## src/rtl/mdio_phy_responder.sv

```systemverilog
// Clause-22 MDIO PHY-side responder: oversamples MDC/MDIO in the clk_int domain,
// decodes read/write frames for PHY_ADDR and serves a 16 x 16-bit register file.
module mdio_phy_responder #(
    parameter logic [4:0]  PHY_ADDR  = 5'd1,
    parameter logic [15:0] REG0_RST  = 16'h1140,
    parameter logic [15:0] REG1_BASE = 16'h7949,
    parameter logic [15:0] PHY_ID1   = 16'h0141,
    parameter logic [15:0] PHY_ID2   = 16'h0DD1
) (
    input  logic        clk_int,
    input  logic        rst_int,
    input  logic        phy_mdc,
    input  logic        phy_mdio_i,
    output logic        phy_mdio_o,
    output logic        phy_mdio_oe,
    input  logic        link_up,
    output logic        cfg_loopback,
    output logic        wr_strobe,
    output logic [4:0]  wr_regad,
    output logic [15:0] wr_data
);

    typedef enum logic [2:0] {
        S_PRE   = 3'd0,
        S_START = 3'd1,
        S_OP    = 3'd2,
        S_ADDR  = 3'd3,
        S_TA    = 3'd4,
        S_DATA  = 3'd5
    } state_t;

    logic [2:0]  mdc_sync_q;
    logic [1:0]  mdio_sync_q;
    state_t      state_q, state_d;
    logic [5:0]  pre_cnt_q, pre_cnt_d;
    logic [4:0]  bit_cnt_q, bit_cnt_d;
    logic        op_first_q, op_first_d;
    logic        op_read_q, op_read_d;
    logic [9:0]  addr_q, addr_d;
    logic [15:0] data_q, data_d;
    logic        mdio_o_q, mdio_o_d;
    logic        mdio_oe_q, mdio_oe_d;
    logic        wr_strobe_q, wr_strobe_d;
    logic [4:0]  wr_regad_q, wr_regad_d;
    logic [15:0] wr_data_q, wr_data_d;
    logic [15:0] rf_q [16];
    logic [15:0] rf_d [16];

    logic        mdc_rise_s;
    logic        mdc_fall_s;
    logic        mdio_bit_s;
    logic        match_s;
    logic [4:0]  regad_s;
    logic [15:0] wdata_s;
    logic [15:0] rd_val_s;

    assign mdc_rise_s = mdc_sync_q[1] & ~mdc_sync_q[2];
    assign mdc_fall_s = ~mdc_sync_q[1] & mdc_sync_q[2];
    assign mdio_bit_s = mdio_sync_q[1];
    assign match_s    = (addr_q[9:5] == PHY_ADDR);
    assign regad_s    = addr_q[4:0];
    assign wdata_s    = {data_q[14:0], mdio_bit_s};

    assign phy_mdio_o   = mdio_o_q;
    assign phy_mdio_oe  = mdio_oe_q;
    assign wr_strobe    = wr_strobe_q;
    assign wr_regad     = wr_regad_q;
    assign wr_data      = wr_data_q;
    assign cfg_loopback = rf_q[0][14];

    // Register-file read mux; bit 15 of the control register always reads back as 0
    always_comb begin
        rd_val_s = 16'h0000;
        case (regad_s)
            5'd0:    rd_val_s = rf_q[0] & 16'h7FFF;
            5'd1:    rd_val_s = {REG1_BASE[15:3], link_up, REG1_BASE[1:0]};
            5'd2:    rd_val_s = PHY_ID1;
            5'd3:    rd_val_s = PHY_ID2;
            default: begin
                if (regad_s[4]) begin
                    rd_val_s = 16'h0000;
                end else begin
                    rd_val_s = rf_q[regad_s[3:0]];
                end
            end
        endcase
    end

    // Frame decoder: state advances on MDC rise, drive changes only on MDC fall
    always_comb begin
        state_d     = state_q;
        pre_cnt_d   = pre_cnt_q;
        bit_cnt_d   = bit_cnt_q;
        op_first_d  = op_first_q;
        op_read_d   = op_read_q;
        addr_d      = addr_q;
        data_d      = data_q;
        mdio_o_d    = mdio_o_q;
        mdio_oe_d   = mdio_oe_q;
        wr_strobe_d = 1'b0;
        wr_regad_d  = wr_regad_q;
        wr_data_d   = wr_data_q;
        rf_d        = rf_q;

        if (mdc_rise_s) begin
            case (state_q)
                S_PRE: begin
                    if (mdio_bit_s) begin
                        if (pre_cnt_q != 6'd32) begin
                            pre_cnt_d = pre_cnt_q + 6'd1;
                        end else begin
                            pre_cnt_d = pre_cnt_q;
                        end
                    end else begin
                        if (pre_cnt_q == 6'd32) begin
                            state_d = S_START;
                        end else begin
                            state_d = S_PRE;
                        end
                        pre_cnt_d = 6'd0;
                    end
                end
                S_START: begin
                    if (mdio_bit_s) begin
                        state_d   = S_OP;
                        bit_cnt_d = 5'd0;
                    end else begin
                        state_d   = S_PRE;
                        pre_cnt_d = 6'd0;
                    end
                end
                S_OP: begin
                    if (bit_cnt_q == 5'd0) begin
                        op_first_d = mdio_bit_s;
                        bit_cnt_d  = 5'd1;
                    end else if (op_first_q != mdio_bit_s) begin
                        op_read_d = op_first_q;
                        state_d   = S_ADDR;
                        bit_cnt_d = 5'd0;
                    end else begin
                        state_d   = S_PRE;
                        pre_cnt_d = 6'd0;
                        bit_cnt_d = 5'd0;
                    end
                end
                S_ADDR: begin
                    addr_d = {addr_q[8:0], mdio_bit_s};
                    if (bit_cnt_q == 5'd9) begin
                        state_d   = S_TA;
                        bit_cnt_d = 5'd0;
                    end else begin
                        bit_cnt_d = bit_cnt_q + 5'd1;
                    end
                end
                S_TA: begin
                    if (bit_cnt_q == 5'd0) begin
                        bit_cnt_d = 5'd1;
                    end else begin
                        state_d   = S_DATA;
                        bit_cnt_d = 5'd0;
                        if (op_read_q && match_s) begin
                            data_d = rd_val_s;
                        end else begin
                            data_d = data_q;
                        end
                    end
                end
                S_DATA: begin
                    if (!op_read_q) begin
                        data_d = wdata_s;
                    end else begin
                        data_d = data_q;
                    end
                    if (bit_cnt_q == 5'd15) begin
                        state_d   = S_PRE;
                        pre_cnt_d = 6'd0;
                        bit_cnt_d = 5'd0;
                        if (!op_read_q && match_s) begin
                            // Soft reset (reg 0 bit 15) discards the data but still strobes
                            if (regad_s == 5'd0) begin
                                wr_strobe_d = 1'b1;
                                wr_regad_d  = regad_s;
                                wr_data_d   = wdata_s;
                                if (wdata_s[15]) begin
                                    rf_d[0] = REG0_RST;
                                    for (int i = 4; i < 16; i++) begin
                                        rf_d[i] = 16'h0000;
                                    end
                                end else begin
                                    rf_d[0] = wdata_s;
                                end
                            end else if (!regad_s[4] && (regad_s[3:2] != 2'b00)) begin
                                wr_strobe_d          = 1'b1;
                                wr_regad_d           = regad_s;
                                wr_data_d            = wdata_s;
                                rf_d[regad_s[3:0]]   = wdata_s;
                            end else begin
                                wr_strobe_d = 1'b0;
                            end
                        end else begin
                            wr_strobe_d = 1'b0;
                        end
                    end else begin
                        bit_cnt_d = bit_cnt_q + 5'd1;
                    end
                end
                default: begin
                    state_d   = S_PRE;
                    pre_cnt_d = 6'd0;
                end
            endcase
        end else if (mdc_fall_s) begin
            case (state_q)
                S_TA: begin
                    if ((bit_cnt_q == 5'd1) && op_read_q && match_s) begin
                        mdio_oe_d = 1'b1;
                        mdio_o_d  = 1'b0;
                    end else begin
                        mdio_oe_d = mdio_oe_q;
                    end
                end
                S_DATA: begin
                    if (op_read_q && match_s) begin
                        mdio_o_d = data_q[15];
                        data_d   = {data_q[14:0], 1'b0};
                    end else begin
                        mdio_o_d = mdio_o_q;
                    end
                end
                default: begin
                    mdio_oe_d = 1'b0;
                    mdio_o_d  = 1'b0;
                end
            endcase
        end else begin
            state_d = state_q;
        end
    end

    // Synchronizers, edge-detect flop, FSM and register file state
    always_ff @(posedge clk_int or posedge rst_int) begin
        if (rst_int) begin
            mdc_sync_q  <= 3'b000;
            mdio_sync_q <= 2'b00;
            state_q     <= S_PRE;
            pre_cnt_q   <= 6'd0;
            bit_cnt_q   <= 5'd0;
            op_first_q  <= 1'b0;
            op_read_q   <= 1'b0;
            addr_q      <= 10'd0;
            data_q      <= 16'h0000;
            mdio_o_q    <= 1'b0;
            mdio_oe_q   <= 1'b0;
            wr_strobe_q <= 1'b0;
            wr_regad_q  <= 5'd0;
            wr_data_q   <= 16'h0000;
            for (int i = 0; i < 16; i++) begin
                rf_q[i] <= (i == 0) ? REG0_RST : 16'h0000;
            end
        end else begin
            mdc_sync_q  <= {mdc_sync_q[1:0], phy_mdc};
            mdio_sync_q <= {mdio_sync_q[0], phy_mdio_i};
            state_q     <= state_d;
            pre_cnt_q   <= pre_cnt_d;
            bit_cnt_q   <= bit_cnt_d;
            op_first_q  <= op_first_d;
            op_read_q   <= op_read_d;
            addr_q      <= addr_d;
            data_q      <= data_d;
            mdio_o_q    <= mdio_o_d;
            mdio_oe_q   <= mdio_oe_d;
            wr_strobe_q <= wr_strobe_d;
            wr_regad_q  <= wr_regad_d;
            wr_data_q   <= wr_data_d;
            rf_q        <= rf_d;
        end
    end

endmodule
```

## config.mk

```make
export PLATFORM = sky130hd
export DESIGN_NAME = mdio_phy_responder
export DESIGN_NICKNAME = d
export VERILOG_FILES = /design/src/rtl/mdio_phy_responder.sv
export SDC_FILE = /design/constraint.sdc
export NUM_CORES = 1
export LEC_CHECK = 0
export ABC_CLOCK_PERIOD_IN_PS = 15300
export CORE_MARGIN = 8
export CORE_UTILIZATION = 45
export DETAILED_ROUTE_END_ITERATION = 10
export GPL_TIMING_DRIVEN = 0
export PLACE_DENSITY = 0.6
export SLEW_MARGIN = 20
export SYNTH_ARGS = -nofsm -noshare
export SYNTH_HDL_FRONTEND = slang
export SYNTH_SLANG_ARGS = --single-unit
```

## constraint.sdc

```tcl
create_clock -name clk_int -period 15.3 [get_ports clk_int]
set_clock_uncertainty 0.2 [all_clocks]
set_input_delay 3.825 -clock clk_int [delete_from_list [all_inputs] [get_ports clk_int]]
set_output_delay 3.825 -clock clk_int [all_outputs]
set_load 0.05 [all_outputs]
```

# Yosys cells after proc, flatten, opt, wreduce, memory -nomap -nowiden

Cells that the tools add are included.

Register bits after elaboration: 327
Input bits: 5
Output and inout port bits: 25

$add $sub $neg: 2
Magnitude comparators: 2
Equality and inequality tests: 30
Multiplexer cells: 57
Bitwise operators: 10
Reduce and logical (&&, ||, !) cells: 32

Operator list:

| cell                 | count |
|---|---|
| $mux W192            | 2 |
| $bwmux W256          | 1 |
| $mux W256            | 1 |
| $mux W16             | 14 |
| $bmux W16 S4         | 1 |
| $demux W16 S4        | 1 |
| $pmux W16 S4         | 1 |
| $mux W6              | 6 |
| $pmux W16 S2         | 1 |
| $pmux W6 S5          | 1 |
| $mux W5              | 5 |
| $ne A2 B2 Y1 const B | 12 |
| $pmux W5 S4          | 1 |
| $pmux W3 S6          | 1 |
| $reduce_and A6 Y1    | 3 |
| $eq A5 B1 Y1 const B | 3 |
| $mux W15             | 1 |
| $mux W3              | 5 |
| $reduce_and A7 Y1    | 2 |
| $reduce_and A4 Y1    | 3 |
| $reduce_bool A2 Y1   | 6 |
| $mux W1              | 11 |
| $eq A5 B2 Y1 const B | 2 |
| $eq A5 B4 Y1 const B | 2 |
| 25 further kinds     | 47 |

# Logic depth before layout (Yosys ltp)

Depth after elaboration: 10
Mapped depth: 10
Gate-level depth less buffers: 8

# Least setup slack after synthesis

No wires, ideal clock.

Path type: register -> output
Start: register mdio_o_q (netlist: phy_mdio_o)
End: output phy_mdio_o
Data arrival time: 0.614 ns
Required time: 11.275 ns
Slack: 10.661 ns
Cell stages (with the launch flop): 1
Path buffers: 0
Cells stage by stage: dfrtp_1

RTL lines:

| element                | RTL line | source |
|---|---|---|
| from (decl)            | 41       | `logic mdio_o_q, mdio_o_d;` |
| from (signal assigned) | 270      | `mdio_o_q <= mdio_o_d;` |
| to (decl)              | 14       | `output logic phy_mdio_o,` |

No word-level cell between the ends.

# Final worst setup path

Start: register rf_q (netlist bit cfg_loopback)
End: output cfg_loopback

RTL lines:

| element                           | RTL line | source |
|---|---|---|
| from (decl)                       | 46       | `logic [15:0] rf_q [16];` |
| from (signal, indexed assignment) | 258      | `rf_q[i] <= (i == 0) ? REG0_RST : 16'h0000;` |
| from (signal assigned)            | 275      | `rf_q <= rf_d;` |
| to (decl)                         | 17       | `output logic cfg_loopback,` |

No word-level cell between the ends.

==> flow_metrics.tcl <==
set metrics [dict create \
    power_density_nw_per_um2 109 \
    max_slew_margin_pct 37.2 \
    gp_congestion 0.920 \
    yosysWarnings 0 \
    synthTopCellsByCount "275 x dfrtp_1, 268 x nand2_1, 187 x o21ai_0" \
    cts_tree "yes" \
    layout.nets 1308 \
    end_kind "output port" \
    row_count 62 \
    cts_sinks 278 \
    syn_area_sq_um 12900 \
    critPathBufInv 1 \
    grt_max_degree 97 \
    reg2reg_from "addr_q[1]" \
    cp_cell_sequence "clkdlybuf4s50_1" \
    synth-async-reset-ratio_pct 100 \
    fmax_mhz 172 \
    wl_um 37400 \
    dp_hpwl_um 27100 \
    ctsHoldBuffers 0 \
    clock_path_buffers 3 \
    ys_types 69 \
    ff2ff_path_depth 8 \
    report.power.total_mw 1.62 \
    crit_start "cfg_loopback" \
    ios 30 \
    die_area_sq_um 34400 \
    synth_fp_nets 1244 \
    r2r_slack_ns 11.75 \
    area_delta_synth_final_pct 15.4 \
    cts_resized 0 \
    fill_cells 2630 \
    crit_type "flip-flop to output port" \
    place_area_sq_um 13800 \
    htree_num_levels 1 \
    rsz0062_at_grt "no" \
    hold_path_end "mdio_sync_q[1]" \
    synth_area_leaders "dfrtp_1 53%, nand2_1 7.8%, mux4_2 7.7%" \
    syn_area_per_cell_sq_um 10.5 \
    drv_slew 0 \
    post_cts_buffers 0 \
    yosysSeqAreaShare_pct 53.8 \
    hold_start "mdio_sync_q[0]" \
    grt_pass1_wl_um 59300 \
    drtAntennaViolNets 0 \
    irDropWorstVdd_mv 0.0733 \
    cap_violations 0 \
    grt-ovfl-total 0 \
    worstPathArrival_ns 1.78 \
    yosysMostFrequentCell "dfrtp_1" \
    initial_utilization_pct 45.4 \
    setup_viol 0 \
    fin_area_sq_um 14900 \
    synth_top_area_cell "dfrtp_1" \
    synth_top_area_share_pct 53.2 \
    dieHeight_um 186 \
    hold_viol_final 0 \
    period_needed_ns 5.81 \
    track_usage_pct 22.2 \
    synth-edff-count 0 \
    clk_pin_slew_ns 0.06 \
    root_buffer "clkbuf_16" \
    status "completed" \
    timing.rr.end "data_q[0]" \
    drtIter0Drc 932 \
    cp_data_required_time_ns 11.27 \
    hold_path_depth 0 \
    grt_pass1_vias 9813 \
    numCtsBuffers 31 \
    min_path_type "flip-flop to flip-flop" \
    clkLatencyLatePin_ns 0.58 \
    final.period_utilization_pct 38.0 \
    path_max_fanout 3 \
    cp-start-kind "flip-flop" \
    critPathMaxStageDelay_ns 0.83 \
    crit_family "buffers and inverters" \
    power_leakage_nw 6.27 \
    routedWlPerCell_um 22.0 \
    syn_inst 1230 \
    fp.dieW_um 186 \
    synth_seq_cells 278 \
    dr_total_vias 9869 \
    place.port_buffers 29 \
    drtPass1Iterations 5 \
    drive_above_1_share_pct 12.2 \
    core_area_sq_um 28500 \
    worstMarginPinSlew_ns 0.938 \
    synthFlopType "dfrtp_1" \
    antenna_found_initial 1 \
    vias_per_cell 5.80 \
    crit_path_top_delay_cell "clkdlybuf4s50_1" \
    drc_errors 0 \
]
[worst register-to-register path, delay by kind of cell, from the launching register on]
family                 cells  cell delay [ns]
AO/OA/AOI/OAI              4             1.05
buffers and inverters      4             1.87
flip-flops                 1             0.33
[flip-flops by register name (all words and copies together), names as in the netlist]
name and count:
phy_mdio_o 1, bit_cnt_q 5, mdc_sync_q 3, phy_mdio_oe 1, op_first_q 1, wr_strobe 1, wr_regad 5, cfg_loopback 1
state_q 3, wr_data 16, mdio_sync_q 2, pre_cnt_q 6, addr_q 10, data_q 16, rf_q 206, op_read_q 1
[cells by family (layout without fill, tap and decap cells)]
family | count (synthesis) | after routing | share of synthesized area (%)
muxes | 68 | 68 | 9.68
adders and majority gates | 9 | 9 | 0.870
and+or+nand+nor | 439 | 439 | 17.1
other | 0 | 1 | 0
DFF | 278 | 278 | 53.8
xor gates and xnor gates | 1 | 1 | 0.0677
buffers and inverters | 114 | 202 | 3.58
AOI/OAI and AO/OA | 321 | 321 | 14.9
[stage by stage]
step / instances / worst slack, ns / hold WS (ns) / TNS (ns) / util (%)
after floorplan: 1230 / 3.61 / 0.131 / 0 / -
after global placement: 1643 / -0.0523 / 0.153 / -6.13 / 48.1
after detailed placement: 1645 / 9.74 / 0.152 / 0 / 48.4
after CTS: 1702 / 9.47 / 0.174 / 0 / 52.4
after global routing: 1702 / 9.44 / 0.180 / 0 / 52.4
final: 1703 / 9.49 / 0.173 / 0 / 52.4
[metal layers]
layer / up-vias / global-route usage (%) / share of wire (%)
met5: - / 0 / 0
met3: 56 / 4.90 / 7.8
met1: 4974 / 32.0 / 46
met2: 325 / 33.7 / 44
met4: 0 / 5.72 / 2.2
li1: 4514 / - / -
[cells in the final DEF (no fill, tap or decap), drive strengths merged, types with 17 or more instances in the layout]
cell / count
mux4: 44
clkbuf: 112
a22o: 37
nand2b: 18
o21ai: 200
buf: 25
mux2: 17
nand4b: 17
nor2: 45
nand2: 268
inv: 22
a31oi: 17
dfrtp: 275
clkdlybuf4s50: 29
[power by group]
group          switching, mW  internal [mW]
sequential           0.00563          0.741
combinational         0.0313         0.0131
clock                  0.319          0.513
total                  0.356           1.27
[final cells by class]
type / instances / area, sq um / share of cell area (%)
clock buffer: 40 / 890 / 5.96
clock inverter: 17 / 267 / 1.79
multi-input combinational: 838 / 5510 / 36.9
buffer: 95 / 392 / 2.62
tap: 384 / 480 / 3.22
antenna: 1 / 2.50 / 0.0168
sequential: 278 / 6960 / 46.6
inverter: 19 / 78.8 / 0.528
timing repair buffer: 31 / 345 / 2.31
[how the worst max path moves through the flow]
stage                         to  slack (ns)  depth (start not counted)
CTS                 cfg_loopback        9.47                          1
global placement        rf_q[73]       -0.05                          2
global route        cfg_loopback        9.44                          1
finish              cfg_loopback        9.49                          1
floorplan              addr_q[0]        3.61                          1
detailed placement     rf_q[246]        9.74                          3
(Power assumes the default switching activity.)
